===== src/rtl/serial_subtractor_pkg.sv =====
// Shared types and sizing helpers for the bit-serial subtractor.
// FSM encodings and the bit-counter width.
package serial_subtractor_pkg;

  typedef enum logic [1:0] {
    ST_IDLE  = 2'd0,
    ST_SHIFT = 2'd1,
    ST_DONE  = 2'd2
  } state_e;

  localparam int DEF_WIDTH = 8;

  function automatic int cnt_width(input int width);
    return $clog2(width);
  endfunction

endpackage


===== src/rtl/serial_subtractor_half_subtractor.sv =====
// Combinational half subtractor: diff = A ^ B, borrow = ~A & B.
// Two of these plus an OR make one full-subtractor bit cell.
module half_subtractor (
  input  logic A,
  input  logic B,
  output logic diff,
  output logic borrow
);

  assign diff   = A ^ B;
  assign borrow = ~A & B;

endmodule


===== src/rtl/serial_subtractor.sv =====
// LSB-first bit-serial subtractor computing A - B, one bit per clock.
// Result and borrow are published only when the last bit is done.
module serial_subtractor
  import serial_subtractor_pkg::*;
#(
  parameter int WIDTH = DEF_WIDTH
) (
  input  logic             clk,
  input  logic             rst_n,
  input  logic             start,
  input  logic [WIDTH-1:0] A,
  input  logic [WIDTH-1:0] B,
  output logic             busy,
  output logic             done,
  output logic [WIDTH-1:0] diff,
  output logic             borrow
);

  localparam int CW = cnt_width(WIDTH);

  state_e           state_q;
  logic [CW-1:0]    cnt_q;
  logic [WIDTH-1:0] a_q;
  logic [WIDTH-1:0] b_q;
  logic [WIDTH-1:0] res_q;
  logic             bin_q;
  logic             busy_q;
  logic             done_q;
  logic [WIDTH-1:0] diff_q;
  logic             borrow_q;

  logic d0;
  logic br0;
  logic d_d;
  logic br1;
  logic bout_d;
  logic last;

  half_subtractor u_hs0 (
    .A      (a_q[0]),
    .B      (b_q[0]),
    .diff   (d0),
    .borrow (br0)
  );

  half_subtractor u_hs1 (
    .A      (d0),
    .B      (bin_q),
    .diff   (d_d),
    .borrow (br1)
  );

  assign bout_d = br0 | br1;
  assign last   = (cnt_q == CW'(WIDTH - 1));

  always_ff @(posedge clk or negedge rst_n) begin
    if (!rst_n) begin
      state_q  <= ST_IDLE;
      cnt_q    <= '0;
      a_q      <= '0;
      b_q      <= '0;
      res_q    <= '0;
      bin_q    <= 1'b0;
      busy_q   <= 1'b0;
      done_q   <= 1'b0;
      diff_q   <= '0;
      borrow_q <= 1'b0;
    end else begin
      unique case (state_q)
        ST_IDLE: begin
          done_q <= 1'b0;
          if (start) begin
            state_q <= ST_SHIFT;
            a_q     <= A;
            b_q     <= B;
            bin_q   <= 1'b0;
            cnt_q   <= '0;
            busy_q  <= 1'b1;
          end
        end
        ST_SHIFT: begin
          a_q   <= a_q >> 1;
          b_q   <= b_q >> 1;
          res_q <= {d_d, res_q[WIDTH-1:1]};
          bin_q <= bout_d;
          cnt_q <= cnt_q + CW'(1);
          // final bit: publish the assembled result in the same edge
          if (last) begin
            state_q  <= ST_DONE;
            diff_q   <= {d_d, res_q[WIDTH-1:1]};
            borrow_q <= bout_d;
            done_q   <= 1'b1;
          end
        end
        ST_DONE: begin
          state_q <= ST_IDLE;
          done_q  <= 1'b0;
          busy_q  <= 1'b0;
        end
        default: begin
          state_q <= ST_IDLE;
          done_q  <= 1'b0;
          busy_q  <= 1'b0;
        end
      endcase
    end
  end

  assign busy   = busy_q;
  assign done   = done_q;
  assign diff   = diff_q;
  assign borrow = borrow_q;

endmodule


===== config.mk =====
export PLATFORM = sky130hd
export DESIGN_NAME = serial_subtractor
export DESIGN_NICKNAME = d
export VERILOG_FILES = /design/src/rtl/serial_subtractor_pkg.sv /design/src/rtl/serial_subtractor_half_subtractor.sv /design/src/rtl/serial_subtractor.sv
export SDC_FILE = /design/constraint.sdc
export NUM_CORES = 1
export LEC_CHECK = 0
export ABC_AREA = 0
export CAP_MARGIN = 20
export CELL_PAD_IN_SITES_DETAIL_PLACEMENT = 1
export CELL_PAD_IN_SITES_GLOBAL_PLACEMENT = 1
export CORE_MARGIN = 4
export CORE_UTILIZATION = 30
export DETAILED_ROUTE_END_ITERATION = 10
export DONT_BUFFER_PORTS = 1
export PLACE_DENSITY = 0.5
export SYNTH_ARGS = -nofsm -noshare
export SYNTH_HDL_FRONTEND = slang
export SYNTH_HIERARCHICAL = 1
export SYNTH_SLANG_ARGS = --single-unit
export TNS_END_PERCENT = 5

===== constraint.sdc =====
create_clock -name clk -period 3.7 [get_ports clk]
set_input_delay 0.925 -clock clk [delete_from_list [all_inputs] [get_ports clk]]
set_output_delay 0.925 -clock clk [all_outputs]
set_load 0.02 [all_outputs]

## Word level (Yosys, flattened, before mapping)

Index checks and enable logic that the tools add are counted.

| storage, ports and cells | value |
|---|---|
| bits in registers | 41 |
| input port bits | 19 |
| output and inout bits | 11 |
| word-level logic and storage cells | 44 |

| operators by class | value |
|---|---|
| $add $sub $neg | 1 |
| equality and inequality tests | 4 |
| multiplexer cells | 15 |
| bitwise gates (word level) | 8 |
| reduce and logical (&&, ||, !) cells | 6 |

Operators by type and width:

| kind | count |
|---|---|
| 8-bit case mux with 2 select lines | 2 |
| 8-bit 2-to-1 mux | 2 |
| 2-bit AND reduction | 4 |
| 3-bit case mux with 2 select lines | 1 |
| 1-bit 2-to-1 mux | 4 |
| 2-bit 2-to-1 mux | 2 |
| 2-bit inequality test, second input constant | 2 |
| 1-bit case mux with 2 select lines | 2 |
| 2-bit case mux with 2 select lines | 1 |
| 3-bit by 1-bit adder with 3-bit output, second input constant | 1 |
| 3-bit == test, second input constant | 1 |
| 3-bit 2-to-1 mux | 1 |
| 1-bit NOT | 3 |
| 1-bit bitwise AND | 2 |
| 2-bit by 1-bit == test with 1-bit output, second input constant | 1 |
| 2-bit zero test | 1 |
| 2-bit nonzero test | 1 |
| 1-bit XOR | 2 |
| 1-bit OR | 1 |

## Longest topological paths before layout

Gate-level depths: netlist of the first run.

| depth | value |
|---|---|
| depth after elaboration | 5 |
| depth in mapped cells | 7 |
| gate-level depth less buffers | 7 |

## Modules after synthesis

Netlist of the first run, hierarchy kept.

By module, submodules not included:

| module | instances | cells each | area each (µm²) | seq. area each (µm²) |
|---|---|---|---|---|
| serial_subtractor | 1 | 142 | 1700.4 | 1001.0 |
| half_subtractor | 2 | 3 | 20.0 | 0.0 |

## Worst setup path after synthesis of the first run

Ideal clock, no wire load.

| path | value |
|---|---|
| kind | input to register |
| from | input port start |
| to | register b_q[1] |
| setup time | 0.123 ns |
| arrival time | 1.515 ns |
| required time | 3.577 ns |
| setup slack | 2.063 ns |
| stages on the path | 4 |
| buffers on the path | 1 |
| cell sequence | buf_2 > nor2_1 > nor2_1 > o221a_2 |

| between the ends | value |
|---|---|
| longest elaborated chain between the ends | 2 |

RTL lines:

| what | RTL line | text |
|---|---|---|
| from (decl) | serial_subtractor.sv:10 | `input logic start,` |
| 2-bit inequality test (no source line) | -- |  |
| 2-bit AND reduction (no source line) | -- |  |
| to (signal assigned) | serial_subtractor.sv:83 | `b_q <= b_q >> 1;` |
| to (decl) | serial_subtractor.sv:24 | `logic [WIDTH-1:0] b_q;` |

No other way between the ends.
A chain may end at the register's enable or synchronous reset.

## Final worst setup path of the first run

| path | value |
|---|---|
| from | register cnt_q[0] |
| to | register diff_q[7] (netlist: diff[7]) |

| between the ends | value |
|---|---|
| longest elaborated chain between the ends | 2 |

RTL lines:

| what | RTL line | text |
|---|---|---|
| from (decl) | serial_subtractor.sv:22 | `logic [CW-1:0] cnt_q;` |
| from (signal assigned) | serial_subtractor.sv:86 | `cnt_q <= cnt_q + CW'(1);` |
| 3-bit == test | serial_subtractor.sv:54 | `assign last = (cnt_q == CW'(WIDTH - 1));` |
| 2-bit AND reduction (no source line) | -- |  |
| to (signal assigned) | serial_subtractor.sv:90 | `diff_q <= {d_d, res_q[WIDTH-1:1]};` |
| to (decl) | serial_subtractor.sv:29 | `logic [WIDTH-1:0] diff_q;` |

No other way between the ends.

==> results of run 1 <==
==> power by group through the flow <==
| stage | Sequential (mW) | Clock, mW | Combinational (mW) |
|---|---|---|---|
| final | 0.870 | 0.352 | 0.511 |
| after floorplan | 0.811 | 0 | 0.488 |
| after global routing | 0.898 | 0.391 | 0.581 |
| after global placement | 0.872 | 0 | 0.493 |
| after CTS | 0.876 | 0.371 | 0.523 |
| after detailed placement | 0.883 | 0 | 0.522 |
==> cell type report <==
class	count	area share
flip-flops and latches	40	0.536
multi-input cells	90	0.342
inverters	7	0.0141
clock buffers	5	0.0368
well taps	72	0.0482
clock inverters	3	0.0228
==> through the flow <==
stage          std cells  total power [mW]  setup WS, ps   util  hold slack (ps)
5_1_grt              217              1.87          1830  0.335              295
3_3_place_gp         209              1.36          1940  0.315              477
2_1_floorplan        148              1.30          2060      -              458
6_report             217              1.73          1930  0.335              321
3_5_place_dp         209              1.41          1900  0.315              501
4_1_cts              217              1.77          1890  0.335              303
==> cell families (layout without fill, tap and decap cells) <==
family	after synthesis	after routing
compound gates	50	50
flops	40	40
simple gates	21	21
buf+inv	18	15
mux	15	15
fa+ha+maj	4	4
==> routing by layer <==
layer / wire [um] / global-route usage / share of wire / vias up
met4: 51 / 0.0395 / 0.013 / 0
met2: 1840 / 0.184 / 0.48 / 20
met5: 0 / 0 / 0 / -
met3: 226 / 0.0510 / 0.059 / 5
li1: - / - / - / 526
met1: 1750 / 0.142 / 0.45 / 592
==> final timing paths <==
| kind | endpoint | depth (start not counted) |
|---|---|---|
| max | diff[7] | 4 |
| min reg2reg | bin_q | 1 |
| min | a_q[0] | 0 |
| min in group clk | bin_q | 1 |
| max in group asynchronous | b_q[0] | 0 |
| max reg2reg | diff[7] | 4 |
==> sequential cells by signal (all words and copies together) (netlist names) <==
name     cells
a_q          8
b_q          8
bin_q        1
borrow       1
busy         1
cnt_q        3
diff         8
done         1
res_q        7
state_q      2
==> critical path, stage by stage (launching register included) <==
cell,delay [ps]
dfrtp_1,400
ha_1,220
ha_1,210
nand3b_1,420
mux2_2,400
==> cell usage after synthesis <==
cell type,count,area [um^2]
a21oi_1,14,70.1
a22o_1,2,17.5
buf_2,5,25.0
buf_4,3,22.5
buf_6,2,22.5
clkbuf_1,1,3.75
dfrtp_1,40,1000
ha_1,4,50.1
inv_1,7,26.3
mux2_2,12,135
mux2_4,3,45.0
nand2_1,4,15.0
nand2b_1,1,6.26
nand2b_2,1,8.76
nand3b_1,3,22.5
nor2_1,9,33.8
nor2b_1,2,12.5
o21ai_0,7,35.0
o221a_2,2,22.5
o22ai_1,24,150
o2bb2ai_1,1,8.76
or2_2,1,6.26
==> metrics, run 1 <==
status=completed; Final Hold Fails=0; FP Rows=27; switching pwr=0.625 mW; final global-route overflow total=0; first-pass GRT wire length=6490 um; internal power=approximately 1.1 mW; Nets=167; vias in the first global route=1254; sequential fraction of the synthesis area=0.575; PwrDens=928 mW/mm^2; simple-gate share of the synthesized area=0.0604; Slew Limit Headroom=0.629; IO Count=30; antenna violations before repair=0; DR pass1 iterations=2; area of the multi-input gates=639 um^2; setup_tns=0 ps; combinational power share=0.295; max_cap viols=0; worst min path class=in -> async; CP Class=reg -> reg; DR WL/cell=17.8 um; synthesized net count=approximately 170; Final Cell Area=~0.0019 mm^2; mapped cell area=0.00174 mm^2; Antenna Cells=0; layout cells sized above 1=0.186; DIE HEIGHT=84.2 um; Setup crit end kind=flip-flop; Setup-failing EPs final=0; CTS tree=built; highest clock rate=between 0.5 and 0.6 GHz; crit path max fanout=11; CTS Hold Bufs=0; Worst Path Required=3870 ps; Chip Width=84.2 um; commonest non-fill, non-tap cells in the layout=dfrtp_1 (40), o22ai_1 (24), a21oi_1 (14); post-layout minimum cycle time=1770 ps; Critical Path Start=cnt_q[0]; I/O Buffers=0; sequential share of power=0.502; mux cell area share after synthesis=0.104; CP Launch Type=flip-flop; Post-CTS Setup Bufs=0; final wirelength=3860 um; routed via count=1143; Clock Latency Late Sink=290 ps; Remaining DRCs=0; largest net degree at the start of global routing=41; number of fill cells=632; worst vdd ir=slightly below 0.3 mV; Overall Global Routing Usage=0.117; main combinational cell family by area after synthesis=compound AO/OA/AOI/OAI gates; post-synth cell types=22; Sink Count=40; Initial Util=0.312; clock skew=6.21 ps; Post-DP Area=0.00176 mm^2; worst r2r src=cnt_q[0]; post-CTS sizing=0; FF-to-FF setup slack=between 1500 and 2000 ps; area grow syn2layout=7.33%; Post-Synth XOR/XNOR Area=0; post-synthesis adder-cell area fraction=0.0288; vias per cell=about 5.3; initial detailed-routing violation count=36; die area=between 0.007 and 0.008 mm^2; Synth Register Bits=40; final period utilization=0.477; post-detail-place hpwl=2700 um; clock network power share=0.203; ANT nets after route=0; Compound-Gate Fraction of Synth Area=0.175; Final Max Slew Viols=0; Least-Margin Pin Slew=557 ps; core area=approximately 0.0056 mm^2; Clock Tree Root=clkbuf_8; register area=0.00100 mm^2; H-tree Lvls=2; Lkg Pwr=0.808 nW; Clock Tree Buf Depth=2; most common cell after layout, fill and taps aside=dfrtp_1; synth warn=6; Crit path arrival time=1940 ps; unrepaired setup endpoints after global routing=no; Synth Instances=148; Sw Ratio=0.360; Num CTS Buffers=5; Clk pin slew, worst setup/hold paths=about 80 ps; Mean Syn Cell Area=11.8 um^2; routability-driven placement congestion ratio=0.695
Power figures use the tool's default switching activity.
==> run 2: changes to the inputs <==
==> constraint.sdc (replaced) <==
create_clock -name clk -period 1.8 [get_ports clk]
set_input_delay 0.45 -clock clk [delete_from_list [all_inputs] [get_ports clk]]
set_output_delay 0.45 -clock clk [all_outputs]
set_load 0.02 [all_outputs]
==> run 2 against run 1 <==
  * Clock power rose by 80%
  * Cell count is 2.8% higher
  * First-iteration DRC count up 130%
  * Via count is 0.70% higher
  * Clock skew fell by 1.3 ps
  * Non-clock buffer count is 7 higher
  * Largest power group unchanged
  * Total power is 110% higher
==> metrics, run 2 (same netlist as run 1, synthesis figures left out) <==
I/O Buffers=0 (unchanged); commonest non-fill, non-tap cells in the layout=dfrtp_1 (40), o22ai_1 (24), a21oi_1 (14) (unchanged); combinational power share=0.328 (was 0.295); Post-DP Area=0.00181 mm^2 (was 0.00176 mm^2); PwrDens=1860 mW/mm^2 (was 928 mW/mm^2); Final Hold Fails=0 (unchanged); DR pass1 iterations=3 (was 2); Clock Tree Buf Depth=2 (unchanged); Chip Width=84.2 um (unchanged); first-pass GRT wire length=6670 um (was 6490 um); Clock Tree Root=clkbuf_8 (unchanged); CTS tree=built (unchanged); CP Class=reg -> reg (unchanged); Overall Global Routing Usage=0.118 (was 0.117); vias in the first global route=1318 (was 1254); grt met3 use=0.0550 (was 0.0510); final period utilization=0.871 (was 0.477); IO Count=30 (unchanged); worst vdd ir=0.526 mV (was 0.291 mV); Crit path arrival time=1730 ps (was 1940 ps); post-layout minimum cycle time=1570 ps (was 1770 ps); FP Rows=27 (unchanged); Slew Limit Headroom=0.732 (was 0.629); Most Crowded Layer GR=met2 (unchanged); DIE HEIGHT=84.2 um (unchanged); Sw Ratio=0.362 (was 0.360); Clk pin slew, worst setup/hold paths=70 ps (was 80 ps); Clock Latency Late Sink=280 ps (was 290 ps); area of the multi-input gates=639 um^2 (unchanged); CP Launch Type=flip-flop (unchanged); Initial Util=0.312 (unchanged); worst r2r src=cnt_q[0] (unchanged); Antenna Cells=0 (unchanged); initial detailed-routing violation count=83 (was 36); clock network power share=0.175 (was 0.203); status=completed (unchanged); die area=0.00708 mm^2 (unchanged); R2R Path End=diff[3] (was diff[7]); switching pwr=1.30 mW (was 0.625 mW); FF-to-FF path depth=5 (was 4); highest clock rate=0.638 GHz (was 0.566 GHz); Num CTS Buffers=5 (unchanged); clock skew=4.96 ps (was 6.21 ps); number of fill cells=628 (was 632); DR WL/cell=17.7 um (was 17.8 um); Least-Margin Pin Slew=402 ps (was 557 ps); internal power=2.30 mW (was 1.11 mW); most common cell after layout, fill and taps aside=dfrtp_1 (unchanged); Remaining DRCs=0 (unchanged); GR Util met1=0.151 (was 0.142); Lkg Pwr=0.847 nW (was 0.808 nW); Final Cell Area=0.00193 mm^2 (was 0.00187 mm^2); Post-Place Cells=215 (was 209); final wirelength=3940 um (was 3860 um); ANT nets after route=0 (unchanged); Sink Count=40 (unchanged); vias per cell=5.16 (was 5.27); largest net degree at the start of global routing=41 (unchanged); worst min path class=in -> async (unchanged); FF-to-FF setup slack=230 ps (was 1930 ps); register area=0.00100 mm^2 (unchanged); sequential share of power=0.496 (was 0.502); Worst Path Required=1960 ps (was 3870 ps); H-tree Lvls=2 (unchanged); Final Max Slew Viols=0 (unchanged); crit path max fanout=11 (unchanged); antenna violations before repair=0 (unchanged); final global-route overflow total=0 (unchanged); post-detail-place hpwl=2730 um (was 2700 um); Setup-failing EPs final=0 (unchanged); unrepaired setup endpoints after global routing=no (unchanged); Nets=174 (was 167); routed via count=1151 (was 1143); layout cells sized above 1=0.219 (was 0.186); post-CTS sizing=0 (unchanged); max_cap viols=0 (unchanged); Finished Layout Cells=223 (was 217); area grow syn2layout=10.9% (was 7.33%); setup_tns=0 ps (unchanged); Setup crit end kind=flip-flop (unchanged); routability-driven placement congestion ratio=0.736 (was 0.695); core area=0.00557 mm^2 (unchanged); met2 global-route usage=0.176 (was 0.184)
## run 2: cell types whose count changed in the layout (fill, tap and decap cells not counted), sizes merged
cell and change:
buf +7, bufinv -1, clkbuf +2, clkinv -1
clkinvlp -1
## run 2: worst max-delay path by stage
stage / start / to
final: cnt_q[0] / diff[3]
after global routing: cnt_q[0] / diff[4]
after CTS: cnt_q[0] / diff[5]
after detailed placement: cnt_q[0] / diff[6]
after global placement: cnt_q[0] / diff[2]
after floorplan: cnt_q[0] / diff[0]
## run 2: final cells by class
class,count,area share
clock buffers,7,0.0499
repair buffers,7,0.0402
flip-flops and latches,40,0.518
inverters,7,0.0136
multi-input cells,90,0.331
well taps,72,0.0467
## run 2: power by group through the flow
stage                     Sequential [mW]  Combinational [mW]  Clock, mW
final                                1.79                1.18      0.632
after global routing                 1.85                1.35      0.697
after CTS                            1.80                1.20      0.661
after detailed placement             1.82                1.17          0
after global placement               1.79                1.12          0
after floorplan                      1.67                1.00          0
## run 2: stage by stage
stage               hold slack (ps)  power [mW]   util  setup slack [ps]
global route                  0.478        3.89  0.346               136
global placement                157        2.91  0.325               298
CTS                            2.11        3.66  0.346               211
floorplan                       154        2.67      -               334
detailed placement              156        2.98  0.325               234
finish                         7.57        3.60  0.346               232
## run 2: worst max-delay path: stages (launching register included)
cell and delay (ps):
dfrtp_1 410, ha_1 220, ha_1 210, nand3b_1 80
buf_4 190, mux2_2 350
## run 2: repair_timing
item | 4_1_cts | 5_1_grt
setup buffers | 0 | 0
hold endpoints to repair | 40 | 0
hold buffers | 1 | 0
## run 2: per-layer routing
| layer | wire [um] | vias up |
|---|---|---|
| met1 | 1850 | 583 |
| met3 | 259 | 4 |
| met4 | 42 | 0 |
| met2 | 1790 | 19 |
| met5 | 0 | - |
| li1 | - | 545 |
==> run 3: changes to the inputs <==
--- a/config.mk
+++ b/config.mk
@@ -13,9 +13,10 @@
 export CORE_UTILIZATION = 30
 export DETAILED_ROUTE_END_ITERATION = 10
 export DONT_BUFFER_PORTS = 1
+export HOLD_SLACK_MARGIN = 0.05
 export PLACE_DENSITY = 0.5
 export SYNTH_ARGS = -nofsm -noshare
 export SYNTH_HDL_FRONTEND = slang
 export SYNTH_HIERARCHICAL = 1
 export SYNTH_SLANG_ARGS = --single-unit
-export TNS_END_PERCENT = 5
+export TNS_END_PERCENT = 10
==> run 3 against run 2 <==
  * Sequential cell count did not move
  * Maximum frequency did not move
  * Clock skew barely moved
  * Clock power barely moved
  * Non-clock buffer count rose by 1
  * Combinational power barely moved
  * First-iteration DRC count fell by 43%
  * Worst setup slack did not move
  * Via count rose by 0.17%
  * Sequential power barely moved
  * Critical path depth did not move
==> metrics, run 3 (same netlist as run 1, synthesis figures left out) <==
CP Launch Type=flip-flop (unchanged); clock skew=5.07 ps (was 4.96 ps); GR Util met1=0.150 (was 0.151); grt met3 use=0.0550 (unchanged); Hold EP=a_q[7]; Top delay family on crit path=adder cells (unchanged); Post-Place Cells=215 (unchanged); Setup-failing EPs final=0 (unchanged); Placement Setup Slack=234 ps (unchanged); CP Class=reg -> reg (unchanged); internal power=2.30 mW (about the same); Initial Util=0.312 (unchanged); die area=0.00708 mm^2 (unchanged); worst vdd ir=0.527 mV (was 0.526 mV); final wirelength=3930 um (was 3940 um); post-layout minimum cycle time=1570 ps (unchanged); Final WS setup=232 ps (unchanged); FP Rows=27 (unchanged); sequential share of power=0.496 (about the same); Crit path arrival time=1730 ps (about the same); routability-driven placement congestion ratio=0.736 (unchanged); Final Hold Fails=0 (unchanged); Clock Latency Late Sink=280 ps (about the same); Critical Path Start=cnt_q[0] (unchanged); PwrDens=1860 mW/mm^2 (about the same); I/O Buffers=0 (unchanged); Worst Path Required=1960 ps (about the same); IO Count=30 (unchanged); ANT nets after route=0 (unchanged); post-detail-place hpwl=2730 um (unchanged); CTS tree=built (unchanged); crit-path cells=ha_1, ha_1, nand3b_1, buf_4, mux2_2 (unchanged); Chip Width=84.2 um (unchanged); clock network power share=0.175 (about the same); Final Max Slew Viols=0 (unchanged); commonest non-fill, non-tap cells in the layout=dfrtp_1 (40), o22ai_1 (24), a21oi_1 (14) (unchanged); Critical path buffers and inverters=1 (unchanged); Lkg Pwr=0.851 nW (was 0.847 nW); Post-CTS Setup Bufs=0 (unchanged); setup_tns=0 ps (unchanged); DR pass1 iterations=3 (unchanged); Remaining DRCs=0 (unchanged); Critical-path top delay cell=dfrtp_1 (unchanged); Clk pin slew, worst setup/hold paths=70 ps (about the same); core area=0.00557 mm^2 (unchanged); worst r2r src=cnt_q[0] (unchanged); routed via count=1153 (was 1151); slowest stage delay, CP=410 ps (about the same); Final Total Pwr=3.60 mW (about the same); largest net degree at the start of global routing=41 (unchanged); layout cells sized above 1=0.217 (was 0.219); Antenna Cells=0 (unchanged); Hold Path Cell Cnt=2; Overall Global Routing Usage=0.118 (unchanged); combinational power share=0.329 (was 0.328); area grow syn2layout=11.5% (was 10.9%); antenna violations before repair=0 (unchanged); status=completed (unchanged); switching pwr=1.30 mW (about the same); most common cell after layout, fill and taps aside=dfrtp_1 (unchanged); DIE HEIGHT=84.2 um (unchanged); met2 global-route usage=0.177 (was 0.176); highest clock rate=0.638 GHz (unchanged); min-delay src=A[7]; Num CTS Buffers=5 (unchanged); FF-to-FF path depth=5 (unchanged); first-pass GRT wire length=6670 um (unchanged); R2R Path End=diff[3] (unchanged); DR WL/cell=17.5 um (was 17.7 um); vias in the first global route=1318 (unchanged); Setup crit end kind=flip-flop (unchanged); max_cap viols=0 (unchanged); vias per cell=5.15 (was 5.16); Sink Count=40 (unchanged); Slew Limit Headroom=0.729 (was 0.732); crit path max fanout=11 (unchanged); Clock Tree Buf Depth=2 (unchanged); FF-to-FF setup slack=230 ps (about the same); final global-route overflow total=0 (unchanged); worst min path class=in -> reg (was in -> async); Most Crowded Layer GR=met2 (unchanged); initial detailed-routing violation count=47 (was 83); unrepaired setup endpoints after global routing=no (unchanged); H-tree Lvls=2 (unchanged); Nets=175 (was 174); Sw Ratio=0.362 (about the same); Finished Layout Cells=224 (was 223); Clock Tree Root=clkbuf_8 (unchanged); Least-Margin Pin Slew=406 ps (was 402 ps); final period utilization=0.871 (unchanged); most used cell, CP=ha_1 (unchanged)
==> run 3: worst max-delay path by stage <==
stage	endpoint	slack [ps]	depth (start not counted)
6_report	diff[3]	230	5
5_1_grt	diff[4]	140	5
4_1_cts	diff[5]	210	5
3_5_place_dp	diff[6]	230	5
3_3_place_gp	diff[2]	300	5
2_1_floorplan	diff[0]	330	5
==> run 3: power by group through the flow <==
stage | registers (mW) | logic [mW] | clock network, mW
detailed placement | 1.82 | 1.17 | 0
global placement | 1.79 | 1.12 | 0
floorplan | 1.67 | 1.00 | 0
finish | 1.79 | 1.19 | 0.631
global route | 1.85 | 1.35 | 0.697
CTS | 1.80 | 1.21 | 0.661
==> run 3: area by class of cell <==
type | count | area (um^2)
Clock buffer | 7 | 96.3
Fill cell | 627 | 3630
Inverter | 7 | 26.3
Multi-Input combinational cell | 90 | 639
Sequential cell | 40 | 1000
Tap cell | 72 | 90.1
Timing Repair Buffer | 8 | 87.6
==> run 3: worst register-to-register path, stage by stage (launching register included) <==
cell,delay [ps]
dfrtp_1,410
ha_1,220
ha_1,210
nand3b_1,80
buf_4,190
mux2_2,350
==> run 3: per-layer routing <==
| layer | vias to the layer above | part of all wire |
|---|---|---|
| li1 | 548 | - |
| met1 | 580 | 0.46 |
| met2 | 21 | 0.46 |
| met3 | 4 | 0.067 |
| met4 | 0 | 0.011 |
| met5 | - | 0 |
==> run 3: stage by stage <==
step / utilization / hold slack (ps) / instance area (um^2)
finish: 0.348 / 302 / 1940
global route: 0.348 / 292 / 1940
CTS: 0.348 / 296 / 1940
detailed placement: 0.325 / 156 / 1810
global placement: 0.325 / 157 / 1810
floorplan: - / 154 / 1740
==> run 3: repair_timing <==
action / CTS / global route
hold buffers: 2 / 0
endpoints found under the setup margin: 0 / 0
endpoints found under the hold margin: 40 / 0
resized for setup: 0 / 0
